**config.mk**
```make
export PLATFORM = sky130hd
export DESIGN_NAME = data_modulate_3x3_sequencer
export DESIGN_NICKNAME = d
export VERILOG_FILES = /design/src/rtl/data_modulate_3x3_sequencer.sv
export SDC_FILE = /design/constraint.sdc
export NUM_CORES = 1
export LEC_CHECK = 0
export ABC_AREA = 1
export CORE_ASPECT_RATIO = 0.8
export CORE_MARGIN = 5
export CORE_UTILIZATION = 59
export DETAILED_ROUTE_END_ITERATION = 10
export PLACE_DENSITY = 0.9
export SLEW_MARGIN = 20
export SYNTH_ARGS = -nofsm -noshare
export SYNTH_HDL_FRONTEND = slang
export SYNTH_SLANG_ARGS = --single-unit
```
**constraint.sdc**
```tcl
create_clock -name clk -period 2.95 [get_ports clk]
set_clock_uncertainty 0.2 [all_clocks]
set_input_delay 0.295 -clock clk [delete_from_list [all_inputs] [get_ports clk]]
set_output_delay 0.295 -clock clk [all_outputs]
set_load 0.02 [all_outputs]
```
**src/rtl/data_modulate_3x3_sequencer.sv**
```systemverilog
// data_modulate_3x3_sequencer
// Frame sequencer for a 3x3 window datapath: tracks the raster position of incoming
// pixels, selects the line buffer to write and strobes each valid window centre.
// Optional feature macro: DATA_MODULATE_3X3_ZERO_PAD_EN (every pixel becomes a centre,
// border windows flagged on pad_o, trailing centres drained in a FLUSH state).
module data_modulate_3x3_sequencer #(
    parameter int unsigned WIDTH  = 640,
    parameter int unsigned HEIGHT = 480,
    parameter int unsigned CW     = $clog2(WIDTH),
    parameter int unsigned RW     = $clog2(HEIGHT)
) (
    input  logic          clk,
    input  logic          rst,
    input  logic          start_i,
    input  logic          valid_i,
    output logic [1:0]    lb_sel_o,
    output logic          busy_o,
    output logic          win_valid_o,
    output logic [RW-1:0] win_row_o,
    output logic [CW-1:0] win_col_o,
    output logic [3:0]    pad_o,
    output logic          done_o
);
    localparam logic [RW-1:0] ROW_LAST = RW'(HEIGHT - 1);
    localparam logic [CW-1:0] COL_LAST = CW'(WIDTH - 1);

    // FIN holds the done_o cycle so start_i coincident with done_o is not honoured
`ifdef DATA_MODULATE_3X3_ZERO_PAD_EN
    typedef enum logic [1:0] {IDLE = 2'd0, RUN = 2'd1, FIN = 2'd2, FLUSH = 2'd3} state_t;
`else
    typedef enum logic [1:0] {IDLE = 2'd0, RUN = 2'd1, FIN = 2'd2} state_t;
`endif

    state_t        state;
    logic [RW-1:0] row;
    logic [CW-1:0] col;
    logic          accept;
    logic          row_end;
    logic          last_pix;
    logic          issue;
    logic          issue_last;
    logic [RW-1:0] issue_row;
    logic [CW-1:0] issue_col;

    assign accept   = (state == RUN) && valid_i;
    assign row_end  = (col == COL_LAST);
    assign last_pix = row_end && (row == ROW_LAST);

`ifdef DATA_MODULATE_3X3_ZERO_PAD_EN
    localparam int unsigned PW = $clog2(WIDTH * HEIGHT + 1);

    logic [RW-1:0] crow;
    logic [CW-1:0] ccol;
    logic [PW-1:0] pix_cnt;
    logic [PW-1:0] cnt_next;
    logic [PW-1:0] need;
    logic [RW-1:0] need_row;
    logic [CW-1:0] need_col;
    logic [3:0]    issue_pad;

    // Next centre is issuable once its bottom-right neighbour (clamped to the frame) has arrived
    always_comb begin
        need_row   = (crow == ROW_LAST) ? crow : crow + RW'(1);
        need_col   = (ccol == COL_LAST) ? ccol : ccol + CW'(1);
        need       = PW'(need_row) * PW'(WIDTH) + PW'(need_col);
        cnt_next   = pix_cnt + PW'(accept);
        issue      = ((state == RUN) || (state == FLUSH)) && (cnt_next > need);
        issue_last = (crow == ROW_LAST) && (ccol == COL_LAST);
        issue_row  = crow;
        issue_col  = ccol;
        issue_pad  = {crow == '0, crow == ROW_LAST, ccol == '0, ccol == COL_LAST};
    end
`else
    // Window centre trails the accepted pixel by one row and one column
    always_comb begin
        issue      = accept && (row >= RW'(2)) && (col >= CW'(2));
        issue_last = last_pix;
        issue_row  = row - RW'(1);
        issue_col  = col - CW'(1);
    end

    assign pad_o = 4'b0000;
`endif

    // Frame FSM, pixel/centre counters, line-buffer select and registered window outputs
    always_ff @(posedge clk or posedge rst) begin
        if (rst) begin
            state       <= IDLE;
            row         <= '0;
            col         <= '0;
            lb_sel_o    <= 2'b01;
            busy_o      <= 1'b0;
            win_valid_o <= 1'b0;
            win_row_o   <= '0;
            win_col_o   <= '0;
            done_o      <= 1'b0;
`ifdef DATA_MODULATE_3X3_ZERO_PAD_EN
            crow        <= '0;
            ccol        <= '0;
            pix_cnt     <= '0;
            pad_o       <= 4'b0000;
`endif
        end else begin
            win_valid_o <= 1'b0;
            done_o      <= 1'b0;

            case (state)
                IDLE: begin
                    if (start_i) begin
                        state  <= RUN;
                        busy_o <= 1'b1;
                        row    <= '0;
                        col    <= '0;
`ifdef DATA_MODULATE_3X3_ZERO_PAD_EN
                        crow    <= '0;
                        ccol    <= '0;
                        pix_cnt <= '0;
`endif
                    end
                end
                RUN: begin
                    if (accept && last_pix) begin
`ifdef DATA_MODULATE_3X3_ZERO_PAD_EN
                        state <= FLUSH;
`else
                        state <= FIN;
`endif
                    end
                end
`ifdef DATA_MODULATE_3X3_ZERO_PAD_EN
                FLUSH: begin
                    if (issue && issue_last) begin
                        state <= FIN;
                    end
                end
`endif
                FIN: begin
                    state  <= IDLE;
                    busy_o <= 1'b0;
                end
                default: state <= IDLE;
            endcase

            if (accept) begin
                if (row_end) begin
                    col      <= '0;
                    row      <= (row == ROW_LAST) ? '0 : row + RW'(1);
                    lb_sel_o <= {lb_sel_o[0], lb_sel_o[1]};
                end else begin
                    col <= col + CW'(1);
                end
`ifdef DATA_MODULATE_3X3_ZERO_PAD_EN
                pix_cnt <= cnt_next;
`endif
            end

            if (issue) begin
                win_valid_o <= 1'b1;
                win_row_o   <= issue_row;
                win_col_o   <= issue_col;
                done_o      <= issue_last;
`ifdef DATA_MODULATE_3X3_ZERO_PAD_EN
                pad_o       <= issue_pad;
                if (ccol == COL_LAST) begin
                    ccol <= '0;
                    crow <= (crow == ROW_LAST) ? '0 : crow + RW'(1);
                end else begin
                    ccol <= ccol + CW'(1);
                end
`endif
            end
        end
    end

endmodule

```
==> results of run 1 <==
-- area by class of cell --
cell class              count  area [µm²]  share of cell area
flip-flops and latches     45        1130               0.378
inverters                  45         170              0.0571
clock inverters             2        15.0             0.00504
repair buffers             29         285              0.0958
clock buffers               6        72.6              0.0244
multi-input cells         253        1240               0.415
well taps                  57        71.3              0.0239
-- registers in the layout, indices dropped and copies added, names as in the netlist --
register and flops:
row 9, win_col_o 10, win_row_o 9, done_o 1, state 2, col 10, busy_o 1, lb_sel_o 2
win_valid_o 1
-- logic make-up after synthesis --
group	synth area share
AOI/OAI and AO/OA	0.0497
xor gates and xnor gates	0.0469
adders and majority gates	0.0287
buffers and inverters	0.100
DFF	0.431
other	0.00143
and+or+nand+nor	0.342
-- cell usage in the layout, fill, tap and decap left out --
master | synthesis | final
nor2_8 | 2 | 2
o22ai_1 | 3 | 3
xnor2_1 | 1 | 1
clkbuf_1 | 0 | 1
clkinv_2 | 1 | 1
buf_4 | 8 | 2
clkdlybuf4s50_1 | 0 | 27
conb_1 | 1 | 4
o21ai_1 | 3 | 3
inv_2 | 2 | 2
nand4_1 | 5 | 5
a21oi_1 | 1 | 1
nand2_4 | 1 | 1
o32ai_1 | 1 | 1
clkinvlp_4 | 0 | 2
nand3_4 | 2 | 2
xor2_1 | 13 | 13
clkinv_1 | 1 | 2
nand3_1 | 26 | 26
ha_1 | 6 | 6
inv_1 | 41 | 40
nand2_1 | 131 | 131
dfstp_2 | 1 | 1
nor2_2 | 4 | 4
o21bai_1 | 1 | 1
nor2_1 | 33 | 33
o21ai_0 | 15 | 15
nand2_2 | 1 | 1
dfrtp_1 | 44 | 44
clkbuf_8 | 0 | 5
-- routing by layer --
layer	vias to the layer above	track usage	part of all wire
met5	-	0	0
met4	0	0.0422	0.0057
met3	4	0.0534	0.087
met2	79	0.296	0.42
met1	1010	0.300	0.49
li1	1127	-	-
-- final timing paths --
check	from	endpoint	slack, ns
max in group asynchronous	rst	lb_sel_o[0]	1.93
hold reg to reg	win_col_o[5]	win_col_o[5]	0.28
setup / recovery	row[0]	win_row_o[0]	0.73
setup reg to reg	row[0]	win_row_o[0]	0.73
min in group clk	win_col_o[5]	win_col_o[5]	0.28
hold / removal	rst	win_row_o[6]	0.23
-- worst reg2reg max path, stage by stage, from the launching register on --
cell and delay, ns:
dfrtp_1 0.39, clkinv_1 0.26, ha_1 0.30, nand2_1 0.08
inv_1 0.05, nand2_1 0.05, nand2_1 0.06, nand3_1 0.53
nand2_1 0.15, nand2_1 0.11
-- power by group through the flow --
stage / Clock [mW] / Combinational [mW] / Sequential, mW
3_3_place_gp: 0 / 0.773 / 0.867
3_5_place_dp: 0 / 0.789 / 0.871
4_1_cts: 0.389 / 0.792 / 0.859
2_1_floorplan: 0 / 0.397 / 0.972
6_report: 0.383 / 0.788 / 0.858
5_1_grt: 0.417 / 0.881 / 0.881
==> out/qor.csv, run 1 <==
metric;value;unit
antenna diode count;0;
FF+latch count, synth;45;
Avg Synthesized Cell Area;7.43;µm²
crit path cell chain;clkinv_1 -> ha_1 -> nand2_1 -> inv_1 -> nand2_1 -> nand2_1 -> nand3_1 -> nand2_1 -> nand2_1;
GRT Overall Usage;0.202;
CP arrival;2.27;ns
NetSw;0.795;mW
ys async rst share;1.00;
CTS root buf;clkbuf_8;
P_leak;1.61;nW
CP Depth;9;
CTS Sinks;45;
Cell Area, Synth;0.00262;mm²
TNS Setup;0;ns
sequential area share after synthesis;0.431;
Slew @ Worst Pin;0.753;ns
fin nets;389;
Clk pwr share;0.189;
die area;0.00587;mm²
hold bufs inserted after CTS;0;
buffers plus inverters on the worst setup path;2;
Max Cap Violations;0;
Power Density;681;mW/mm²
CTS tree;built;
Pwr Total;2.03;mW
CP startpoint kind;flop;
worst hold margin;0.235;ns
vias in the first global route;2085;
Fillers;362;
initial antenna violation count;0;
logic gate share of total power;0.388;
CTS H-tree depth;2;
worst min-delay path category;input pin to async pin;
slowest stage delay, CP;0.53;ns
most frequent cell after synthesis;nand2_1;
CP endpoint kind;flop;
Seq pwr share;0.423;
worst-skew pair later-pin latency;0.30;ns
drt total wl;5.42;mm
pre-CTS WS;0.546;ns
clock buffer depth;2;
Util after Layout;0.704;
Top delay family on crit path;simple AND/OR/NAND/NOR gates;
Synth Flop Type;dfrtp_1;
WL/cell;12.4;µm
DR pass1 iterations;4;
vias per inst;5.08;
Peak VDD IR;357;µV
Crit path top cell by count;nand2_1;
area growth from synthesis to layout;13.9;%
Worst path slowest cell;nand3_1;
CTS resizes;0;
detailed-route DRC error count;0;
EDFF count, synth;0;
CTS buffer count;5;
Buffers on Ports;27;
first-pass GRT wire length;9.72;mm
relative slew slack;0.496;
internal power;1.23;mW
Sw Share;0.392;
outcome;completed;
DRT antenna net count;0;
# setup viols final;0;
FMAX;0.450;GHz
core area;0.00423;mm²
GRT overflow;0;
Crit Path Max Fanout;20;
# rows;21;
fin cells;437;
die height;69.6;µm
RSZ-0062 raised after global routing;false;
Setup CP Type;flop to flop;
Post-CTS Setup Bufs;0;
Inst Count DP;429;
worst setup margin;0.729;ns
clk slew on worst S/H paths;0.09;ns
Placer Congestion;0.888;
Syn Inst Count;352;
share of the synthesized area in the top cell type;0.421;
largest area contributor in the netlist;dfrtp_1;
Final Hold Viols;0;
worst endpoint required time;3.00;ns
Pins Over Slew Limit;0;
post-DP HPWL;3.99;mm
Final Cell Area;0.00298;mm²
boundary pin count;32;
1st-iter DRT viols;191;
largest cells by area after synthesis;dfrtp_1, nand2_1, inv_1;
crit path time final;2.22;ns
starting density of the core;0.618;
most frequent cells after synthesis;nand2_1, dfrtp_1, inv_1;
synth warn;0;
vias;2220;
Die Width;84.5;µm
period utilization;0.753;
layout cells sized above 1;0.0605;
Post-DP Area;0.00289;mm²
Reg2Reg Depth;9;
largest net degree at the start of global routing;46;
Cell variety after synth;28;
No activity file was read; power rests on OpenSTA's default activity.
==> run 2, diff against run 1 <==
--- a/config.mk
+++ b/config.mk
@@ -8,9 +8,9 @@
 export ABC_AREA = 1
 export CORE_ASPECT_RATIO = 0.8
 export CORE_MARGIN = 5
-export CORE_UTILIZATION = 59
+export CORE_UTILIZATION = 50
 export DETAILED_ROUTE_END_ITERATION = 10
-export PLACE_DENSITY = 0.9
+export PLACE_DENSITY = 0.82
 export SLEW_MARGIN = 20
 export SYNTH_ARGS = -nofsm -noshare
 export SYNTH_HDL_FRONTEND = slang
==> constraint.sdc (replaced) <==
create_clock -name clk -period 1.9 [get_ports clk]
set_clock_uncertainty 0.2 [all_clocks]
set_input_delay 0.19 -clock clk [delete_from_list [all_inputs] [get_ports clk]]
set_output_delay 0.19 -clock clk [all_outputs]
set_load 0.02 [all_outputs]
==> run 2 against run 1 <==
  * The run now ends with hold timing left
  * Design area rose by 13%
  * Cell count rose by 10%
  * Sequential share of layout area fell by 4.2 points
  * Non-clock buffer count rose by 40
  * Count of clock-buffer cells in the layout rose by 1
  * Critical path depth fell by 8
  * Sequential cell count did not move
  * First-iteration DRC count rose by 3.7%
==> out/qor.csv, run 2 (synthesized netlist as in run 1, its figures left out) <==
metric;value;unit;change
clock buffer depth;2;;unchanged
core area;0.00504;mm²;+19%
Buffers on Ports;27;;unchanged
crit path cell chain;clkdlybuf4s50_1;;
# setup viols final;0;;unchanged
Top delay family on crit path;buffers and inverters;;
Peak VDD IR;734;µV;+110%
vias per inst;4.98;;-1.9%
post-DP HPWL;4.52;mm;+13%
CTS tree;built;;
period utilization;0.965;;
crit path time final;1.83;ns;
vias in the first global route;2264;;+8.6%
DRT antenna net count;0;;unchanged
die height;74.7;µm;+7.4%
DR pass1 iterations;4;;unchanged
initial antenna violation count;0;;unchanged
starting density of the core;0.520;;-0.0990
CTS Sinks;45;;unchanged
drt total wl;6.17;mm;+14%
Pins Over Slew Limit;0;;unchanged
top flop regs;col x10, win_col_o x10;;
Pwr Total;3.52;mW;+74%
CTS buffer count;5;;unchanged
FMAX;0.545;GHz;
Crit Path Max Fanout;2;;-90%
CP startpoint kind;flop;;
P_leak;1.83;nW;+14%
WL/cell;12.8;µm;+3.3%
first-pass GRT wire length;10.6;mm;+8.8%
failing checks;hold timing;;
Max Cap Violations;0;;unchanged
fin nets;429;;+10%
Worst Setup SP;lb_sel_o[0];;
R2R Setup Slk;0.12;ns;-0.61 ns
RR Startpoint;col[1];;
worst-skew pair later-pin latency;0.30;ns;about the same
CTS H-tree depth;2;;unchanged
outcome;complete, but fails checks;;
CP arrival;1.44;ns;-0.83 ns
Worst path slowest cell;clkdlybuf4s50_1;;
Die Width;90.9;µm;+7.6%
vias;2401;;+8.2%
reg2reg end;row[5];;
Reg2Reg Depth;10;;+1
slowest stage delay, CP;0.60;ns;+0.07 ns
Inst Count DP;472;;+10%
antenna diode count;0;;unchanged
die area;0.00679;mm²;+16%
detailed-route DRC error count;0;;unchanged
Setup CP Type;flop to primary output;;
buffers plus inverters on the worst setup path;1;;-1
clk slew on worst S/H paths;0.09;ns;about the same
fin cells;482;;+10%
hold bufs inserted after CTS;0;;unchanged
1st-iter DRT viols;198;;+3.7%
# rows;23;;+9.5%
CP endpoint kind;primary output;;
GRT Overall Usage;0.192;;-0.00911
CTS root buf;clkbuf_8;;
Power Density;1050;mW/mm²;+54%
GRT overflow;0;;unchanged
most frequent cells in the layout;nand2_1, dfrtp_1, buf_4;;
Placer Congestion;0.968;;+9.0%
commonest non-fill, non-tap cell in the layout;nand2_1;;
worst hold margin;-0.00241;ns;-0.237 ns
worst min-delay path category;input pin to async pin;;
layout cells sized above 1;0.167;;+0.106
area growth from synthesis to layout;28.1;%;
Util after Layout;0.666;;-0.0386
worst endpoint required time;1.51;ns;-1.49 ns
largest net degree at the start of global routing;29;;-37%
boundary pin count;32;;unchanged
Final Hold Viols;6;;+6
==> run 2: cell count changes in the layout (fill, tap and decap cells not counted), moves of 2 or more <==
cell | previous run | this run
clkinvlp_4 | 2 | 0
ha_2 | 0 | 2
nor2_4 | 0 | 2
ha_1 | 6 | 4
nor2_1 | 33 | 31
buf_4 | 2 | 41
==> run 2: layout make-up <==
| cell class | instances | area (µm²) |
|---|---|---|
| clock buffer | 7 | 86.3 |
| clock inverter | 1 | 30.0 |
| fill | 417 | 1680 |
| inverter | 45 | 170 |
| multi-input combinational | 253 | 1260 |
| sequential | 45 | 1130 |
| tap | 62 | 77.6 |
| timing repair buffer | 69 | 598 |
==> run 2: worst max path at each step <==
stage / to / slack [ns] / cells past startpoint
after floorplan: win_row_o[0] / 0.32 / 9
after global placement: win_row_o[6] / -0.36 / 6
after detailed placement: win_row_o[8] / -0.41 / 6
after CTS: lb_sel_o[0] / 0.05 / 1
after global routing: row[5] / -0.004 / 10
final: lb_sel_o[0] / 0.07 / 1
==> run 2: where the power goes <==
part	total (mW)	internal [mW]	switching [mW]
Combinational	1.51	0.638	0.870
Sequential	1.26	1.16	0.101
Clock	0.758	0.429	0.329
==> run 2: what timing repair did <==
action                     CTS  global route
gates cloned                 0             0
setup endpoints to repair   20            13
pin swaps                    0             3
gates resized for setup      2             7
setup buffers                0             2
==> run 2: routing by layer <==
| layer | part of all wire | vias up | track usage | wire length [µm] |
|---|---|---|---|---|
| met5 | 0 | - | 0 | 0 |
| met4 | 0.011 | 0 | 0.0717 | 69 |
| met3 | 0.086 | 8 | 0.0380 | 528 |
| met2 | 0.44 | 87 | 0.300 | 2730 |
| met1 | 0.46 | 1091 | 0.271 | 2850 |
| li1 | - | 1215 | - | - |
==> run 2: stage by stage <==
stage,worst slack [ns],instance area (µm²),TNS [ns]
after CTS,0.0539,3320,0
after global placement,-0.356,3200,-6.69
after global routing,-0.00352,3350,-0.00352
final,0.0658,3350,0
after floorplan,0.317,2630,0
after detailed placement,-0.413,3200,-7.44
